==> config.mk <==
export PLATFORM = sky130hd
export DESIGN_NAME = step_pulse_ctrl
export DESIGN_NICKNAME = d
export VERILOG_FILES = /design/src/rtl/step_pulse_pkg.sv /design/src/rtl/step_period_timer.sv /design/src/rtl/step_pulse_ctrl.sv
export SDC_FILE = /design/constraint.sdc
export NUM_CORES = 1
export LEC_CHECK = 0
export CAP_MARGIN = 20
export CORE_UTILIZATION = 45
export CTS_CLUSTER_DIAMETER = 120
export DETAILED_ROUTE_END_ITERATION = 7
export PLACE_DENSITY = 0.69
export SYNTH_ARGS = -nofsm -noshare
export SYNTH_HDL_FRONTEND = slang
export SYNTH_SLANG_ARGS = --single-unit
export TNS_END_PERCENT = 5
==> constraint.sdc <==
create_clock -name clk -period 12.98 [get_ports clk]
set_input_delay 1.298 -clock clk [delete_from_list [all_inputs] [get_ports clk]]
set_output_delay 1.298 -clock clk [all_outputs]
set_load 0.02 [all_outputs]
==> src/rtl/step_pulse_pkg.sv <==
// Shared definitions for the step/direction pulse controller.
//   state_e     : FSM state codes, readable through STATUS[2:0]
//   Addr*       : Avalon-MM word addresses of the register file (0..7)
//   Ctrl*/Stat* : bit positions inside CTRL and STATUS
package step_pulse_pkg;

    typedef enum logic [2:0] {
        StIdle  = 3'd0,
        StSetup = 3'd1,
        StRun   = 3'd2,
        StRunN  = 3'd3,
        StAuto  = 3'd4
    } state_e;

    localparam logic [3:0] AddrCtrl    = 4'd0;
    localparam logic [3:0] AddrStatus  = 4'd1;
    localparam logic [3:0] AddrPeriod  = 4'd2;
    localparam logic [3:0] AddrPwidth  = 4'd3;
    localparam logic [3:0] AddrNTarget = 4'd4;
    localparam logic [3:0] AddrNDone   = 4'd5;
    localparam logic [3:0] AddrDir     = 4'd6;
    localparam logic [3:0] AddrSetup   = 4'd7;

    localparam int unsigned CtrlStop   = 0;
    localparam int unsigned CtrlStart  = 1;
    localparam int unsigned CtrlStartN = 2;
    localparam int unsigned CtrlInvert = 3;
    localparam int unsigned CtrlAuto   = 4;
    localparam int unsigned CtrlIrqEn  = 5;

    localparam int unsigned StatDone    = 4;
    localparam int unsigned StatAddrErr = 5;

endpackage

==> src/rtl/step_period_timer.sv <==
// Period counter and pulse shaper for the step output.
//   clk, rst     : clock, asynchronous active-high reset
//   run          : the coming cycle is a running cycle (counter advances)
//   period       : raw period request, clamped to P = max(period, 2)
//   pwidth       : raw width request, clamped to W = clamp(pwidth, 1, P-1)
//   pulse_active : pulse level for the coming cycle (feeds the output register)
//   period_end   : the current cycle is the last count (P-1) of a period
//   rise         : the coming cycle is count 0 of a new period
// P and W are sampled only when a new period starts, so mid-run writes take
// effect at the next period boundary.
module step_period_timer #(
    parameter int unsigned CNT_W = 16
) (
    input  logic             clk,
    input  logic             rst,
    input  logic             run,
    input  logic [CNT_W-1:0] period,
    input  logic [CNT_W-1:0] pwidth,
    output logic             pulse_active,
    output logic             period_end,
    output logic             rise
);

    logic [CNT_W-1:0] cnt_q, cnt_d;
    logic [CNT_W-1:0] p_q, p_d;
    logic [CNT_W-1:0] w_q, w_d;
    logic [CNT_W-1:0] p_new, w_new;
    logic             active_q;
    logic             new_period;

    always_comb begin
        p_new = (period < CNT_W'(2)) ? CNT_W'(2) : period;
        if (pwidth == '0) begin
            w_new = CNT_W'(1);
        end else if (pwidth >= p_new) begin
            w_new = p_new - CNT_W'(1);
        end else begin
            w_new = pwidth;
        end
    end

    assign period_end = active_q && (cnt_q == p_q - CNT_W'(1));
    // A period starts either from standstill or on wrap from P-1.
    assign new_period = run && (!active_q || period_end);

    always_comb begin
        cnt_d = '0;
        p_d   = p_q;
        w_d   = w_q;
        if (new_period) begin
            p_d = p_new;
            w_d = w_new;
        end else if (run) begin
            cnt_d = cnt_q + CNT_W'(1);
        end
    end

    assign pulse_active = run && (cnt_d < w_d);
    assign rise         = new_period;

    always_ff @(posedge clk or posedge rst) begin
        if (rst) begin
            cnt_q    <= '0;
            p_q      <= '0;
            w_q      <= '0;
            active_q <= 1'b0;
        end else begin
            cnt_q    <= cnt_d;
            p_q      <= p_d;
            w_q      <= w_d;
            active_q <= run;
        end
    end

endmodule

==> src/rtl/step_pulse_ctrl.sv <==
// Avalon-MM controlled step/direction pulse generator for one stepper driver.
//   clk, rst          : 50 MHz clock, asynchronous active-high reset
//   drv_en_SM         : external driver enable, gates pulsing in AUTO
//   period_AUTO       : period used in AUTO
//   dir_AUTO          : direction used in AUTO
//   avs_s0_*          : register bus (4-bit word address, 1-cycle read latency)
//   drv_pulse         : registered step output, XORed with CTRL.invert
//   drv_dir           : registered direction output
//   irq               : STATUS.done & CTRL.irq_en
// Holds the register file, the mode FSM and the N_DONE pulse counter.
module step_pulse_ctrl
    import step_pulse_pkg::*;
#(
    parameter int unsigned CNT_W = 16,
    parameter int unsigned N_W   = 16
) (
    input  logic             clk,
    input  logic             rst,
    input  logic             drv_en_SM,
    input  logic [CNT_W-1:0] period_AUTO,
    input  logic             dir_AUTO,
    input  logic [3:0]       avs_s0_address,
    input  logic [31:0]      avs_s0_writedata,
    input  logic             avs_s0_write,
    input  logic             avs_s0_read,
    output logic [31:0]      avs_s0_readdata,
    output logic             drv_pulse,
    output logic             drv_dir,
    output logic             irq
);

    state_e           state_q, state_d;
    state_e           tgt_q, tgt_d;
    logic             stop_q, start_q, start_n_q;
    logic             invert_q, auto_q, irq_en_q;
    logic             done_q, done_d, addr_err_q, addr_err_d;
    logic             dir_q;
    logic [CNT_W-1:0] period_q, pwidth_q, setup_q;
    logic [CNT_W-1:0] setup_cnt_q, setup_cnt_d;
    logic [N_W-1:0]   n_target_q, n_done_q, n_done_d;
    logic             drv_pulse_q, drv_dir_q;
    logic [31:0]      readdata_q, rdata;

    logic             done_set, ndone_clr, setup_done, run_nx, counting_n;
    logic             wr_status, bus_err;
    logic             t_pulse, t_period_end, t_rise;
    logic [CNT_W-1:0] period_src;
    logic             unused_wdata;

    assign unused_wdata = ^avs_s0_writedata;

    // ---------------------------------------------------------------- bus
    assign wr_status = avs_s0_write && (avs_s0_address == AddrStatus);
    assign bus_err   = (avs_s0_write || avs_s0_read) && avs_s0_address[3];

    // Hardware set wins over a same-cycle write-1-to-clear.
    assign done_d     = (done_q && !(wr_status && avs_s0_writedata[StatDone])) || done_set;
    assign addr_err_d = (addr_err_q && !(wr_status && avs_s0_writedata[StatAddrErr])) || bus_err;

    always_ff @(posedge clk or posedge rst) begin
        if (rst) begin
            stop_q     <= 1'b0;
            start_q    <= 1'b0;
            start_n_q  <= 1'b0;
            invert_q   <= 1'b0;
            auto_q     <= 1'b0;
            irq_en_q   <= 1'b0;
            done_q     <= 1'b0;
            addr_err_q <= 1'b0;
            dir_q      <= 1'b0;
            period_q   <= '0;
            pwidth_q   <= '0;
            setup_q    <= '0;
            n_target_q <= '0;
        end else begin
            stop_q     <= 1'b0;
            start_q    <= 1'b0;
            start_n_q  <= 1'b0;
            done_q     <= done_d;
            addr_err_q <= addr_err_d;
            if (avs_s0_write) begin
                case (avs_s0_address)
                    AddrCtrl: begin
                        stop_q    <= avs_s0_writedata[CtrlStop];
                        start_q   <= avs_s0_writedata[CtrlStart];
                        start_n_q <= avs_s0_writedata[CtrlStartN];
                        invert_q  <= avs_s0_writedata[CtrlInvert];
                        auto_q    <= avs_s0_writedata[CtrlAuto];
                        irq_en_q  <= avs_s0_writedata[CtrlIrqEn];
                    end
                    AddrPeriod:  period_q   <= avs_s0_writedata[CNT_W-1:0];
                    AddrPwidth:  pwidth_q   <= avs_s0_writedata[CNT_W-1:0];
                    AddrNTarget: n_target_q <= avs_s0_writedata[N_W-1:0];
                    AddrDir:     dir_q      <= avs_s0_writedata[0];
                    AddrSetup:   setup_q    <= avs_s0_writedata[CNT_W-1:0];
                    default: ;
                endcase
            end
        end
    end

    always_comb begin
        rdata = '0;
        case (avs_s0_address)
            AddrCtrl: begin
                rdata[CtrlStop]   = stop_q;
                rdata[CtrlStart]  = start_q;
                rdata[CtrlStartN] = start_n_q;
                rdata[CtrlInvert] = invert_q;
                rdata[CtrlAuto]   = auto_q;
                rdata[CtrlIrqEn]  = irq_en_q;
            end
            AddrStatus: begin
                rdata[2:0]         = state_q;
                rdata[StatDone]    = done_q;
                rdata[StatAddrErr] = addr_err_q;
            end
            AddrPeriod:  rdata = 32'(period_q);
            AddrPwidth:  rdata = 32'(pwidth_q);
            AddrNTarget: rdata = 32'(n_target_q);
            AddrNDone:   rdata = 32'(n_done_q);
            AddrDir:     rdata[0] = dir_q;
            AddrSetup:   rdata = 32'(setup_q);
            default:     rdata = '0;
        endcase
    end

    always_ff @(posedge clk or posedge rst) begin
        if (rst) begin
            readdata_q <= '0;
        end else if (avs_s0_read) begin
            readdata_q <= rdata;
        end
    end

    // ---------------------------------------------------------------- FSM
    assign setup_done = (setup_cnt_q >= setup_q);

    always_comb begin
        state_d   = state_q;
        tgt_d     = tgt_q;
        done_set  = 1'b0;
        ndone_clr = 1'b0;
        unique case (state_q)
            StIdle: begin
                if (stop_q) begin
                    state_d = StIdle;
                end else if (auto_q) begin
                    state_d = StAuto;
                end else if (start_q) begin
                    state_d = StSetup;
                    tgt_d   = StRun;
                end else if (start_n_q) begin
                    ndone_clr = 1'b1;
                    if (n_target_q == '0) begin
                        done_set = 1'b1;
                    end else begin
                        state_d = StSetup;
                        tgt_d   = StRunN;
                    end
                end
            end
            StSetup: begin
                if (stop_q) begin
                    state_d = StIdle;
                end else if (setup_done) begin
                    state_d = tgt_q;
                end
            end
            StRun: begin
                if (stop_q) begin
                    state_d = StIdle;
                end
            end
            StRunN: begin
                if (stop_q) begin
                    state_d = StIdle;
                end else if (t_period_end && (n_done_q >= n_target_q)) begin
                    state_d  = StIdle;
                    done_set = 1'b1;
                end
            end
            StAuto: begin
                if (stop_q || !auto_q) begin
                    state_d = StIdle;
                end
            end
            default: state_d = StIdle;
        endcase
    end

    // run_nx follows the current state, so a stop lets the pulse run for one
    // more cycle (goes inactive on the edge after IDLE is entered). A stop may
    // finish the current period's cycle but never starts a fresh period.
    always_comb begin
        run_nx = 1'b0;
        unique case (state_q)
            StSetup: run_nx = setup_done && !stop_q;
            StRun:   run_nx = !(stop_q && t_period_end);
            StRunN:  run_nx = !(t_period_end && (stop_q || (n_done_q >= n_target_q)));
            StAuto:  run_nx = drv_en_SM && !(stop_q && t_period_end);
            default: run_nx = 1'b0;
        endcase
    end

    assign setup_cnt_d = (state_q == StSetup) ? setup_cnt_q + CNT_W'(1) : '0;
    assign period_src  = (state_q == StAuto) ? period_AUTO : period_q;
    assign counting_n  = (state_q == StRunN) || ((state_q == StSetup) && (tgt_q == StRunN));

    always_comb begin
        n_done_d = n_done_q;
        if (ndone_clr) begin
            n_done_d = '0;
        end else if (t_rise && counting_n && (n_done_q != '1)) begin
            n_done_d = n_done_q + N_W'(1);
        end
    end

    always_ff @(posedge clk or posedge rst) begin
        if (rst) begin
            state_q     <= StIdle;
            tgt_q       <= StIdle;
            setup_cnt_q <= '0;
            n_done_q    <= '0;
            drv_pulse_q <= 1'b0;
            drv_dir_q   <= 1'b0;
        end else begin
            state_q     <= state_d;
            tgt_q       <= tgt_d;
            setup_cnt_q <= setup_cnt_d;
            n_done_q    <= n_done_d;
            drv_pulse_q <= t_pulse ^ invert_q;
            if ((state_q == StIdle) && (state_d == StSetup)) begin
                drv_dir_q <= dir_q;
            end else if (state_d == StAuto) begin
                drv_dir_q <= dir_AUTO;
            end
        end
    end

    step_period_timer #(
        .CNT_W (CNT_W)
    ) u_timer (
        .clk          (clk),
        .rst          (rst),
        .run          (run_nx),
        .period       (period_src),
        .pwidth       (pwidth_q),
        .pulse_active (t_pulse),
        .period_end   (t_period_end),
        .rise         (t_rise)
    );

    assign avs_s0_readdata = readdata_q;
    assign drv_pulse       = drv_pulse_q;
    assign drv_dir         = drv_dir_q;
    assign irq             = done_q && irq_en_q;

endmodule

==> run_results.csv <==
group,metric,value,unit
synth,synth_xor_xnor_area_share,0.0488,
synth,ys_ff_latch,177,
synth,synthCells,1153,
worst_setup_path,cp.required,13300,ps
worst_setup_path,setup.worst_path.start,"period_AUTO[5]",
die,die_h,159,um
clock_network,cts_tree,"done",
worst_setup_path,end_kind,"flip-flop",
timing,clock_skew,15.2,ps
routing,antenna_left,0,
synth,synth_fa_ha_area_frac,0.0770,
clock_network,cts_htree_levels,4,
cells_and_area,syn_to_final_growth,12.9,%
routing,num_vias,8915,
timing,rsz0062_at_grt,"false",
synth,synth_top_cell_by_area,"dfrtp_1",
timing,worst_pin_slew,1030,ps
synth,ys_warn_count,0,
synth,synth_ff_type,"dfrtp_1",
clock_network,clk_latency,450,ps
status,outcome,"completed",
hold_path,hold_class,"reg -> reg",
synth,avgSynthCellArea,9.58,um2
cells_and_area,final_util,0.525,
worst_setup_path,path_max_fanout,23,
cells_and_area,nNetsFinal,1313,
pwr,power_density,158,nW/um2
synth,synth_edf_count,0,
clock_network,cts_root_buf,"clkbuf_16",
timing,setup_viol,0,
die,pin_count,93,
clock_network,cts_resized,0,
timing,period_share,0.526,
synth,synth_top_area_frac,0.401,
clock_network,post_cts_buffers,0,
global_routing,grt_remaining_overflow,0,
placement,post_dp_cell_area,11800,um2
clock_network,cts_sinks,177,
routing,detail_route.wl_per_cell,19.4,um
global_routing,grt_max_degree,106,
timing,period_minus_slack,6830,ps
routing,drc,0,
synth,synth_top_family_by_area,"simple AND/OR/NAND/NOR gates",
clock_network,clkTransAtPathRegs,70,ps
timing,slew_headroom,0.309,
pwr,leakagePower,5.41,nW
routing,drt_first_iter_violations,701,
synth,yosysUniqueCellTypes,76,
hold_path,min-delay-start,"u_timer.w_q[4]",
die,start_util,0.465,
global_routing,grt_pass1_wl,46900,um
global_routing,antenna_found_initial,0,
global_routing,grt_pass1_vias,8786,
clock_network,cts_inserted_buffers,17,
die,rows,56,
clock_network,ctsLongestPathBuffers,2,
placement,gp_congestion,0.904,
worst_setup_path,crit_arrival,7150,ps
worst_setup_path,cp-start-kind,"input port",
synth,synthArstFlopShare,1.00,
placement,pre_cts_slack,5760,ps
synth,synth_mux_area_frac,0.109,
routing,drt_pass1_iterations,5,
synth,synth-simple-area-share,0.167,
cells_and_area,fill_cells,2165,
worst_setup_path,critPathKind,"in -> reg",
synth,synth_top_cells_by_area,"dfrtp_1 40%, ha_1 7.7%, mux2_2 6.4%",
die,dieWidth,159,um
routing,drt-total-wl,29500,um
timing,fin_ws,6150,ps
worst_setup_path,timing.rr.start,"state_q[1]",
die,core,23800,um2
synth,yosysSeqAreaShare,0.401,
routing,viasPerCell,5.87,
timing,tns,0,ps
cells_and_area,num_antenna_cells,0,
placement,dpl.hpwl,21600,um
synth,yosys-top-cells-count,"177 x dfrtp_1, 107 x nand2_1, 77 x o21ai_0",
die,die-area,25200,um2
global_routing,grt_usage,0.238,
synth,syn_area,11100,um2
pwr,vdd_drop_max,0.100,mV
clock_network,cts_hold_buf,0,
synth,synth_compound_area_frac,0.142,
flow_run,max_cap_viol_count,0,
synth,synth.most_common_cell,"dfrtp_1",
timing,drv_slew,0,
cells_and_area,final_area,12500,um2
placement,portBuffers,60,
cells_and_area,drive_gt1_frac,0.108,
timing,hold_viol_final,0,
timing,fmax,146,MHz
[metrics by stage]
step / hold WS, ps / total power [mW] / instances
detailed placement: 460 / 1.44 / 1484
finish: 472 / 1.97 / 1519
floorplan: 443 / 1.26 / 1168
global route: 500 / 2.09 / 1519
CTS: 476 / 1.98 / 1516
global placement: 454 / 1.42 / 1484
[worst max-delay path, stage by stage]
cell and delay, ps:
clkdlybuf4s50_1 450, mux2i_1 480, and4_1 450, and4_1 290, or2_2 160, inv_1 40
ha_1 260, nand2b_1 100, a211oi_1 60, o21ai_0 320, a211o_1 800, mux2_2 430
mux2i_1 150, ha_1 270, a21o_1 180, a21o_1 190, a21oi_1 150, nor2b_1 60
o21ai_0 180, a21oi_1 110, nor3_1 350, o2111ai_1 210, xnor2_1 170
[layer usage]
| metal | GRT usage | vias up | part of all wire |
|---|---|---|---|
| met4 | 0.0922 | 0 | 0.029 |
| li1 | - | 4209 | - |
| met5 | 0 | - | 0 |
| met1 | 0.306 | 4352 | 0.43 |
| met2 | 0.401 | 291 | 0.49 |
| met3 | 0.0366 | 63 | 0.053 |
[logic make-up (layout without fill, tap and decap cells)]
kind of cell / count (synthesis) / count (layout)
compound gates: 235 / 235
fa+ha+maj: 68 / 68
other cells: 1 / 16
flops: 177 / 177
xor+xnor: 60 / 60
buf+inv: 138 / 170
simple gates: 362 / 362
mux: 112 / 112
[layout make-up]
type,count,area (um2),share of cell area
timing repair buffer,70,681,0.0546
sequential,177,4430,0.355
inverter,68,260,0.0209
multi-input combinational,853,6100,0.489
clock buffer,18,439,0.0352
tap,319,399,0.0320
clock inverter,14,170,0.0136
[registers in the layout, summed over array words and instances, names as in the netlist, 2 cells and up]
name	flops
u_timer.p_q	16
state_q	3
tgt_q	2
u_timer.cnt_q	16
avs_s0_readdata	16
u_timer.w_q	16
n_done_q	16
n_target_q	16
period_q	16
setup_cnt_q	16
setup_q	16
pwidth_q	16
[power breakdown]
group | internal, mW | switching, mW
combinational | 0.297 | 0.365
clock | 0.280 | 0.248
sequential | 0.658 | 0.124
total | 1.24 | 0.738
[worst paths after layout]
kind	slack [ps]	end	cells after the start
max	6150	drv_pulse	23
min	470	u_timer.w_q[4]	2
max reg2reg	6210	drv_pulse	24
min reg2reg	470	u_timer.w_q[4]	2
max in group asynchronous	9960	n_done_q[1]	3
min in group asynchronous	1460	u_timer.p_q[12]	2
[cell usage in the layout (no fill, tap or decap), drive strengths merged, types with 17 or more instances in the layout]
cell,netlist,layout
a21oi,41,41
nor2,75,75
xnor2,34,34
mux2,63,63
xor2,25,25
inv,68,73
nand3,38,38
dfrtp,177,177
clkbuf,43,19
nand2,107,107
mux2i,49,49
ha,68,68
o21ai,79,79
nand4,19,19
nor3,23,23
nor4,17,17
clkdlybuf4s50,0,60
Power figures use the tool's default switching activity.
